### src/rtl/hazard_ctrl_pkg.sv
// Shared control encodings and stage record types for the pipeline hazard unit.
package hazard_ctrl_pkg;

    typedef logic [4:0] reg_idx_t;

    // Operand source selection for the EX stage.
    typedef enum logic [1:0] {
        FWD_RF  = 2'b00,
        FWD_MEM = 2'b01,
        FWD_WB  = 2'b10
    } fwd_sel_e;

    // Shadow copy of the instruction sitting in EX.
    typedef struct packed {
        logic     valid;
        reg_idx_t rd;
        logic     we;
        logic     load;
        reg_idx_t rs1;
        reg_idx_t rs2;
    } ex_stage_t;

    // Shadow copy of a later stage; only its register write matters.
    typedef struct packed {
        reg_idx_t rd;
        logic     we;
    } wr_stage_t;

    localparam ex_stage_t EX_BUBBLE = '0;
    localparam wr_stage_t WR_BUBBLE = '0;

    // Pick the youngest in-flight producer of rs; x0 is never forwarded.
    function automatic fwd_sel_e selectForward(input wr_stage_t memStage,
                                               input wr_stage_t wbStage,
                                               input reg_idx_t  rs);
        if (memStage.we && (memStage.rd != '0) && (memStage.rd == rs)) begin
            return FWD_MEM;
        end
        if (wbStage.we && (wbStage.rd != '0) && (wbStage.rd == rs)) begin
            return FWD_WB;
        end
        return FWD_RF;
    endfunction

endpackage

### src/rtl/hazard_ctrl_if.sv
// Bundle of ID-stage hazard inputs and the resulting stall/flush/forward controls.
interface hazard_ctrl_if
    import hazard_ctrl_pkg::*;
#(
    parameter int CNT_W = 32
);
    reg_idx_t         id_rs1;
    reg_idx_t         id_rs2;
    logic             id_rs1_used;
    logic             id_rs2_used;
    reg_idx_t         id_rd;
    logic             id_we_reg;
    logic             id_load;
    logic             ex_pc_sel;

    logic             stall_pc;
    logic             stall_ifid;
    logic             flush_ifid;
    logic             flush_idex;
    logic [1:0]       fwd_rs1_sel;
    logic [1:0]       fwd_rs2_sel;
    logic [CNT_W-1:0] stall_cnt;
    logic [CNT_W-1:0] flush_cnt;

    // The pipeline side drives instruction info and consumes the controls.
    modport master (
        output id_rs1, id_rs2, id_rs1_used, id_rs2_used,
               id_rd, id_we_reg, id_load, ex_pc_sel,
        input  stall_pc, stall_ifid, flush_ifid, flush_idex,
               fwd_rs1_sel, fwd_rs2_sel, stall_cnt, flush_cnt
    );

    // The hazard unit side.
    modport slave (
        input  id_rs1, id_rs2, id_rs1_used, id_rs2_used,
               id_rd, id_we_reg, id_load, ex_pc_sel,
        output stall_pc, stall_ifid, flush_ifid, flush_idex,
               fwd_rs1_sel, fwd_rs2_sel, stall_cnt, flush_cnt
    );

endinterface

### src/rtl/hazard_ctrl_sat_counter.sv
// Event counter that sticks at all-ones instead of wrapping.
module sat_counter #(
    parameter int W = 32
) (
    input  logic         clk,
    input  logic         rst,
    input  logic         inc,
    output logic [W-1:0] count
);

    // Count one per cycle with inc high, holding once every bit is set.
    always_ff @(posedge clk or posedge rst) begin
        if (rst) begin
            count <= '0;
        end else if (inc && (count != '1)) begin
            count <= count + 1'b1;
        end
    end

endmodule

### src/rtl/hazard_ctrl.sv
// Load-use stall, branch-redirect flush and operand forwarding control,
// driven by a shadow copy of the EX/MEM/WB destination registers.
module hazard_ctrl
    import hazard_ctrl_pkg::*;
#(
    parameter int CNT_W = 32
) (
    input  logic          cpu_clk,
    input  logic          cpu_rst,
    hazard_ctrl_if.slave  bus
);

    ex_stage_t r_ex;
    wr_stage_t r_mem;
    wr_stage_t r_wb;

    logic w_rs1Hit;
    logic w_rs2Hit;
    logic w_loadUse;
    logic w_redirect;
    logic w_stallPc;
    logic w_flushIdex;

    // Hazard detection and control outputs; a redirect discards the younger
    // instructions, so it overrides any stall they would have caused.
    always_comb begin
        w_rs1Hit    = bus.id_rs1_used && (bus.id_rs1 == r_ex.rd);
        w_rs2Hit    = bus.id_rs2_used && (bus.id_rs2 == r_ex.rd);
        w_loadUse   = r_ex.valid && r_ex.load && r_ex.we && (r_ex.rd != '0)
                      && (w_rs1Hit || w_rs2Hit);
        w_redirect  = r_ex.valid && bus.ex_pc_sel;

        w_stallPc      = 1'b0;
        w_flushIdex    = 1'b0;
        bus.stall_pc   = 1'b0;
        bus.stall_ifid = 1'b0;
        bus.flush_ifid = 1'b0;
        bus.flush_idex = 1'b0;

        if (w_redirect) begin
            bus.flush_ifid = 1'b1;
            bus.flush_idex = 1'b1;
            w_flushIdex    = 1'b1;
        end else if (w_loadUse) begin
            bus.stall_pc   = 1'b1;
            bus.stall_ifid = 1'b1;
            bus.flush_idex = 1'b1;
            w_stallPc      = 1'b1;
            w_flushIdex    = 1'b1;
        end
    end

    // Operand source selects for the instruction currently in EX.
    always_comb begin
        bus.fwd_rs1_sel = selectForward(r_mem, r_wb, r_ex.rs1);
        bus.fwd_rs2_sel = selectForward(r_mem, r_wb, r_ex.rs2);
    end

    // Advance the shadow pipeline; a flushed ID/EX slot enters EX as a bubble.
    always_ff @(posedge cpu_clk or posedge cpu_rst) begin
        if (cpu_rst) begin
            r_ex  <= EX_BUBBLE;
            r_mem <= WR_BUBBLE;
            r_wb  <= WR_BUBBLE;
        end else begin
            r_mem <= '{rd: r_ex.rd, we: r_ex.we};
            r_wb  <= r_mem;
            if (w_flushIdex) begin
                r_ex <= EX_BUBBLE;
            end else begin
                r_ex <= '{valid: 1'b1,
                          rd:    bus.id_rd,
                          we:    bus.id_we_reg,
                          load:  bus.id_load,
                          rs1:   bus.id_rs1,
                          rs2:   bus.id_rs2};
            end
        end
    end

    sat_counter #(.W(CNT_W)) u_stallCnt (
        .clk   (cpu_clk),
        .rst   (cpu_rst),
        .inc   (w_stallPc),
        .count (bus.stall_cnt)
    );

    sat_counter #(.W(CNT_W)) u_flushCnt (
        .clk   (cpu_clk),
        .rst   (cpu_rst),
        .inc   (w_redirect),
        .count (bus.flush_cnt)
    );

endmodule
### src/flat_wrapper.sv
// flat-port wrapper written by rule: the top's interface ports become plain ports
module hazard_ctrl_flat import hazard_ctrl_pkg::*;
#(
    parameter int CNT_W = 32
)
  (cpu_clk, cpu_rst, bus_id_rs1, bus_id_rs2, bus_id_rs1_used, bus_id_rs2_used, bus_id_rd, bus_id_we_reg, bus_id_load, bus_ex_pc_sel, bus_stall_pc, bus_stall_ifid, bus_flush_ifid, bus_flush_idex, bus_fwd_rs1_sel, bus_fwd_rs2_sel, bus_stall_cnt, bus_flush_cnt);
  hazard_ctrl_if #(.CNT_W(CNT_W)) bus_i ();
  input  logic cpu_clk;
  input  logic cpu_rst;
  input wire logic [$bits(bus_i.id_rs1)-1:0] bus_id_rs1;
  input wire logic [$bits(bus_i.id_rs2)-1:0] bus_id_rs2;
  input wire logic [$bits(bus_i.id_rs1_used)-1:0] bus_id_rs1_used;
  input wire logic [$bits(bus_i.id_rs2_used)-1:0] bus_id_rs2_used;
  input wire logic [$bits(bus_i.id_rd)-1:0] bus_id_rd;
  input wire logic [$bits(bus_i.id_we_reg)-1:0] bus_id_we_reg;
  input wire logic [$bits(bus_i.id_load)-1:0] bus_id_load;
  input wire logic [$bits(bus_i.ex_pc_sel)-1:0] bus_ex_pc_sel;
  output wire logic [$bits(bus_i.stall_pc)-1:0] bus_stall_pc;
  output wire logic [$bits(bus_i.stall_ifid)-1:0] bus_stall_ifid;
  output wire logic [$bits(bus_i.flush_ifid)-1:0] bus_flush_ifid;
  output wire logic [$bits(bus_i.flush_idex)-1:0] bus_flush_idex;
  output wire logic [$bits(bus_i.fwd_rs1_sel)-1:0] bus_fwd_rs1_sel;
  output wire logic [$bits(bus_i.fwd_rs2_sel)-1:0] bus_fwd_rs2_sel;
  output wire logic [$bits(bus_i.stall_cnt)-1:0] bus_stall_cnt;
  output wire logic [$bits(bus_i.flush_cnt)-1:0] bus_flush_cnt;
  assign bus_i.id_rs1 = bus_id_rs1;
  assign bus_i.id_rs2 = bus_id_rs2;
  assign bus_i.id_rs1_used = bus_id_rs1_used;
  assign bus_i.id_rs2_used = bus_id_rs2_used;
  assign bus_i.id_rd = bus_id_rd;
  assign bus_i.id_we_reg = bus_id_we_reg;
  assign bus_i.id_load = bus_id_load;
  assign bus_i.ex_pc_sel = bus_ex_pc_sel;
  assign bus_stall_pc = bus_i.stall_pc;
  assign bus_stall_ifid = bus_i.stall_ifid;
  assign bus_flush_ifid = bus_i.flush_ifid;
  assign bus_flush_idex = bus_i.flush_idex;
  assign bus_fwd_rs1_sel = bus_i.fwd_rs1_sel;
  assign bus_fwd_rs2_sel = bus_i.fwd_rs2_sel;
  assign bus_stall_cnt = bus_i.stall_cnt;
  assign bus_flush_cnt = bus_i.flush_cnt;
  hazard_ctrl #(.CNT_W(CNT_W)) u_core (.cpu_clk(cpu_clk), .cpu_rst(cpu_rst), .bus(bus_i));
endmodule
### config.mk
export PLATFORM = sky130hd
export DESIGN_NAME = hazard_ctrl_flat
export DESIGN_NICKNAME = d
export VERILOG_FILES = /design/src/rtl/hazard_ctrl_pkg.sv /design/src/rtl/hazard_ctrl_if.sv /design/src/rtl/hazard_ctrl_sat_counter.sv /design/src/rtl/hazard_ctrl.sv /design/src/flat_wrapper.sv
export SDC_FILE = /design/constraint.sdc
export NUM_CORES = 1
export LEC_CHECK = 0
export ABC_AREA = 1
export CAP_MARGIN = 0
export CORE_AREA = 3 3 172 90
export CTS_CLUSTER_DIAMETER = 150
export CTS_CLUSTER_SIZE = 20
export DETAILED_ROUTE_END_ITERATION = 10
export DIE_AREA = 0 0 175 93
export GPL_TIMING_DRIVEN = 0
export HOLD_SLACK_MARGIN = 0.15
export MAX_ROUTING_LAYER = met4
export PLACE_DENSITY = 0.68
export SYNTH_ARGS = -nofsm -noshare
export SYNTH_HDL_FRONTEND = slang
export SYNTH_SLANG_ARGS = --single-unit
### constraint.sdc
create_clock -name cpu_clk -period 3.25 [get_ports cpu_clk]
set_input_delay 0.4875 -clock cpu_clk [delete_from_list [all_inputs] [get_ports cpu_clk]]
set_output_delay 0.4875 -clock cpu_clk [all_outputs]
set_load 0.02 [all_outputs]
==> reports/qor.txt <==
total global-route track usage - 19.7%
Finished Layout Cells - 1091
Chip Height - 93 µm
count of different cell masters after synthesis - 32
routed len/inst - 14.0 µm
Hold EP - u_core.r_wb[0]
number of global-route vias before repair - 4624
outcome - finished, final reports clean
drt pass-1 iters - 5
Worst EP arrival - 2.54 ns
layout cell share with drive strength beyond 1 - 8.62%
die area - 16300 µm²
H-tree levels - 3
Tightest Pin Transition - 0.566 ns
Worst VDD drop - 252 µV
CP peak stage delay - 0.62 ns
critical path, cell by cell - clkdlybuf4s50_1 > inv_1 > nand2_1 > nand2_1 > nor2_1 > nand3_1 > nand2_2 > nand2_1 > nand2_2 > buf_4 > clkdlybuf4s50_1
Post-synth ARST share - 100%
layout overhead on the synthesized area - 26.8%
row count - 31
Fmax - 0.330 GHz
total chip power - 3.16 mW
Fin. Hold Viols - 0
Setup crit start - bus_id_rs2[1]
clk_lat worst skew - 0.34 ns
critical path class - primary input to output port
CTS tree - done
met2 Usage GRT - 23.3%
detailed-placement wirelength estimate - 12.0 mm
Initial Util - 39.6%
Crit Path Max Fanout - 10
met3 Use GR - 4.95%
placed cells - 1075
DRC - 0
commonest non-fill, non-tap cell in the layout - nand2_1
Final Net Count - 912
CTS Hold Bufs - 0
Syn Area/Cell - 7.19 µm²
CP startpoint kind - primary input
Max Transition Viols Final - 0
top_reg_cell synth - dfrtp_1
Post-Route WL - 15.2 mm
HP Class - flip-flop to flip-flop
Detail Route Antenna Nets - 0
commonest non-fill, non-tap cells in the layout - nand2_1, dfrtp_1, clkdlybuf4s50_1, nor2_1, inv_1
gpl congestion - 0.922
vias per cell - 4.76
GRT Max-Usage Layer - met1
clock net sink count - 94
RSZ-0062 raised after global routing - false
initial antenna violation count - 0
Reg2Reg Launch Point - u_core.u_flushCnt.count[1]
Worst EP required - 2.76 ns
Max-slew headroom - 62.2%
CP max stage cell - clkdlybuf4s50_1
number of max-cap violations - 0
Gate Count Post-Synth - 783
number of synthesized flops with an enable pin - 0
core area - 14200 µm²
Tcrit/Tclk final - 93.2%
met1 Track Usage GR - 32.6%
global-route wire length before repair - 24.7 mm
ant diodes - 0
most used cell along the critical path - nand2_1
largest net degree at the start of global routing - 53
num ports - 94
Power Density - 444 nW/µm²
CTS buffer count - 9
P_leak - 3.30 nW
Yosys Warn Count - 0
Reg2Reg Depth - 11
Root Buffer - clkbuf_16
Clock Skew - 0.0109 ns
Die W - 175 µm
final count of negative-setup-slack endpoints - 0
#FFs+latches synth - 94
Syn Nets - 807
crit path capture type - output port
Detailed Route Iter0 Violations - 447
R2R Setup Slk - 1.25 ns
Core Util, Final - 50.3%
clock slew at reported path FFs - 0.08 ns
min Tclk post-route - 3.03 ns
worst-case clock buffer depth - 2
Critical R2R Capture - u_core.u_flushCnt.count[13]
total grt overflow - 0
hold path depth - 0
min-delay src - u_core.r_mem[0]
Post-CTS Repair Setup Buffers - 0
Buffers on Ports - 93
PostCTS Resize Cnt - 0
register area share after synthesis - 41.8%
Mapped Area - 5630 µm²
detailed-route via count - 5192
synth_stat cells, types with 2 or more instances:
cell	number	area [µm²]
o21ai_2	14	123
nor2_4	2	22.5
nor2_2	5	31.3
nand2_1	321	1200
nor3_1	24	120
xor2_1	32	280
nand4_1	9	56.3
xnor2_1	16	140
nand3b_1	8	60.1
nand3_2	3	30.0
inv_2	7	26.3
o21ai_1	2	10.0
nand3_1	31	155
nor4_1	3	18.8
nand2_2	6	37.5
buf_6	10	113
nor2_1	91	342
ha_1	2	25.0
inv_1	75	282
dfrtp_1	94	2350
o21ai_0	13	65.1
and3_1	2	12.5
buf_4	4	30.0
worst max-delay path, delay by kind of cell:
kind	cells	cell delay (ns)
buf+inv	4	1.36
simple gates	7	0.70
worst max-delay path by stage:
| stage | endpoint | depth (start not counted) |
|---|---|---|
| floorplan | u_core.r_ex[0] | 1 |
| global placement | u_core.u_flushCnt.count[6] | 2 |
| global route | bus_flush_idex | 11 |
| finish | bus_flush_idex | 11 |
| detailed placement | bus_flush_idex | 11 |
| CTS | bus_flush_idex | 11 |
power by group:
part,switching [mW],internal (mW),total (mW)
logic,0.393,0.296,0.689
clock network,0.512,0.547,1.06
registers,0.143,1.27,1.42
per-layer routing:
layer | wire, µm | share of wire (%)
met5 | 0 | 0
met4 | 51 | 0.33
met3 | 1470 | 9.6
met2 | 5360 | 35
met1 | 8350 | 55
area by class of cell:
type	instances	area, µm²
flip-flops and latches	94	2350
multi-input cells	591	2820
inverters	83	317
repair buffers	94	958
clock buffers	9	225
plain buffers	15	148
clock inverters	7	71.3
well taps	198	248
fillers	1406	7060
through the flow:
step	setup WS, ns	hold slack (ns)	area [µm²]	setup TNS, ns
after CTS	0.0977	0.399	7130	0
after detailed placement	0.0987	0.376	6840	0
after global placement	-1.32	0.388	6810	-122.94
after floorplan	0.314	0.348	5630	0
final	0.220	0.393	7130	0
after global routing	0.0703	0.410	7130	0
logic make-up (layout without fill, tap and decap cells):
logic type,count (synthesis),in the layout,share of synthesized area (%)
xor gates and xnor gates,48,48,7.47
adders and majority gates,2,2,0.445
buffers and inverters,98,208,8.21
and+or+nand+nor,511,511,38.4
DFF,94,94,41.8
AOI/OAI and AO/OA,30,30,3.65
registers in the layout, indices dropped and copies added, names as in the netlist:
name                     flops
u_core.u_stallCnt.count     32
u_core.u_flushCnt.count     32
u_core.r_wb                  6
u_core.r_ex                 18
u_core.r_mem                 6
No activity file was read; power rests on OpenSTA's default activity.
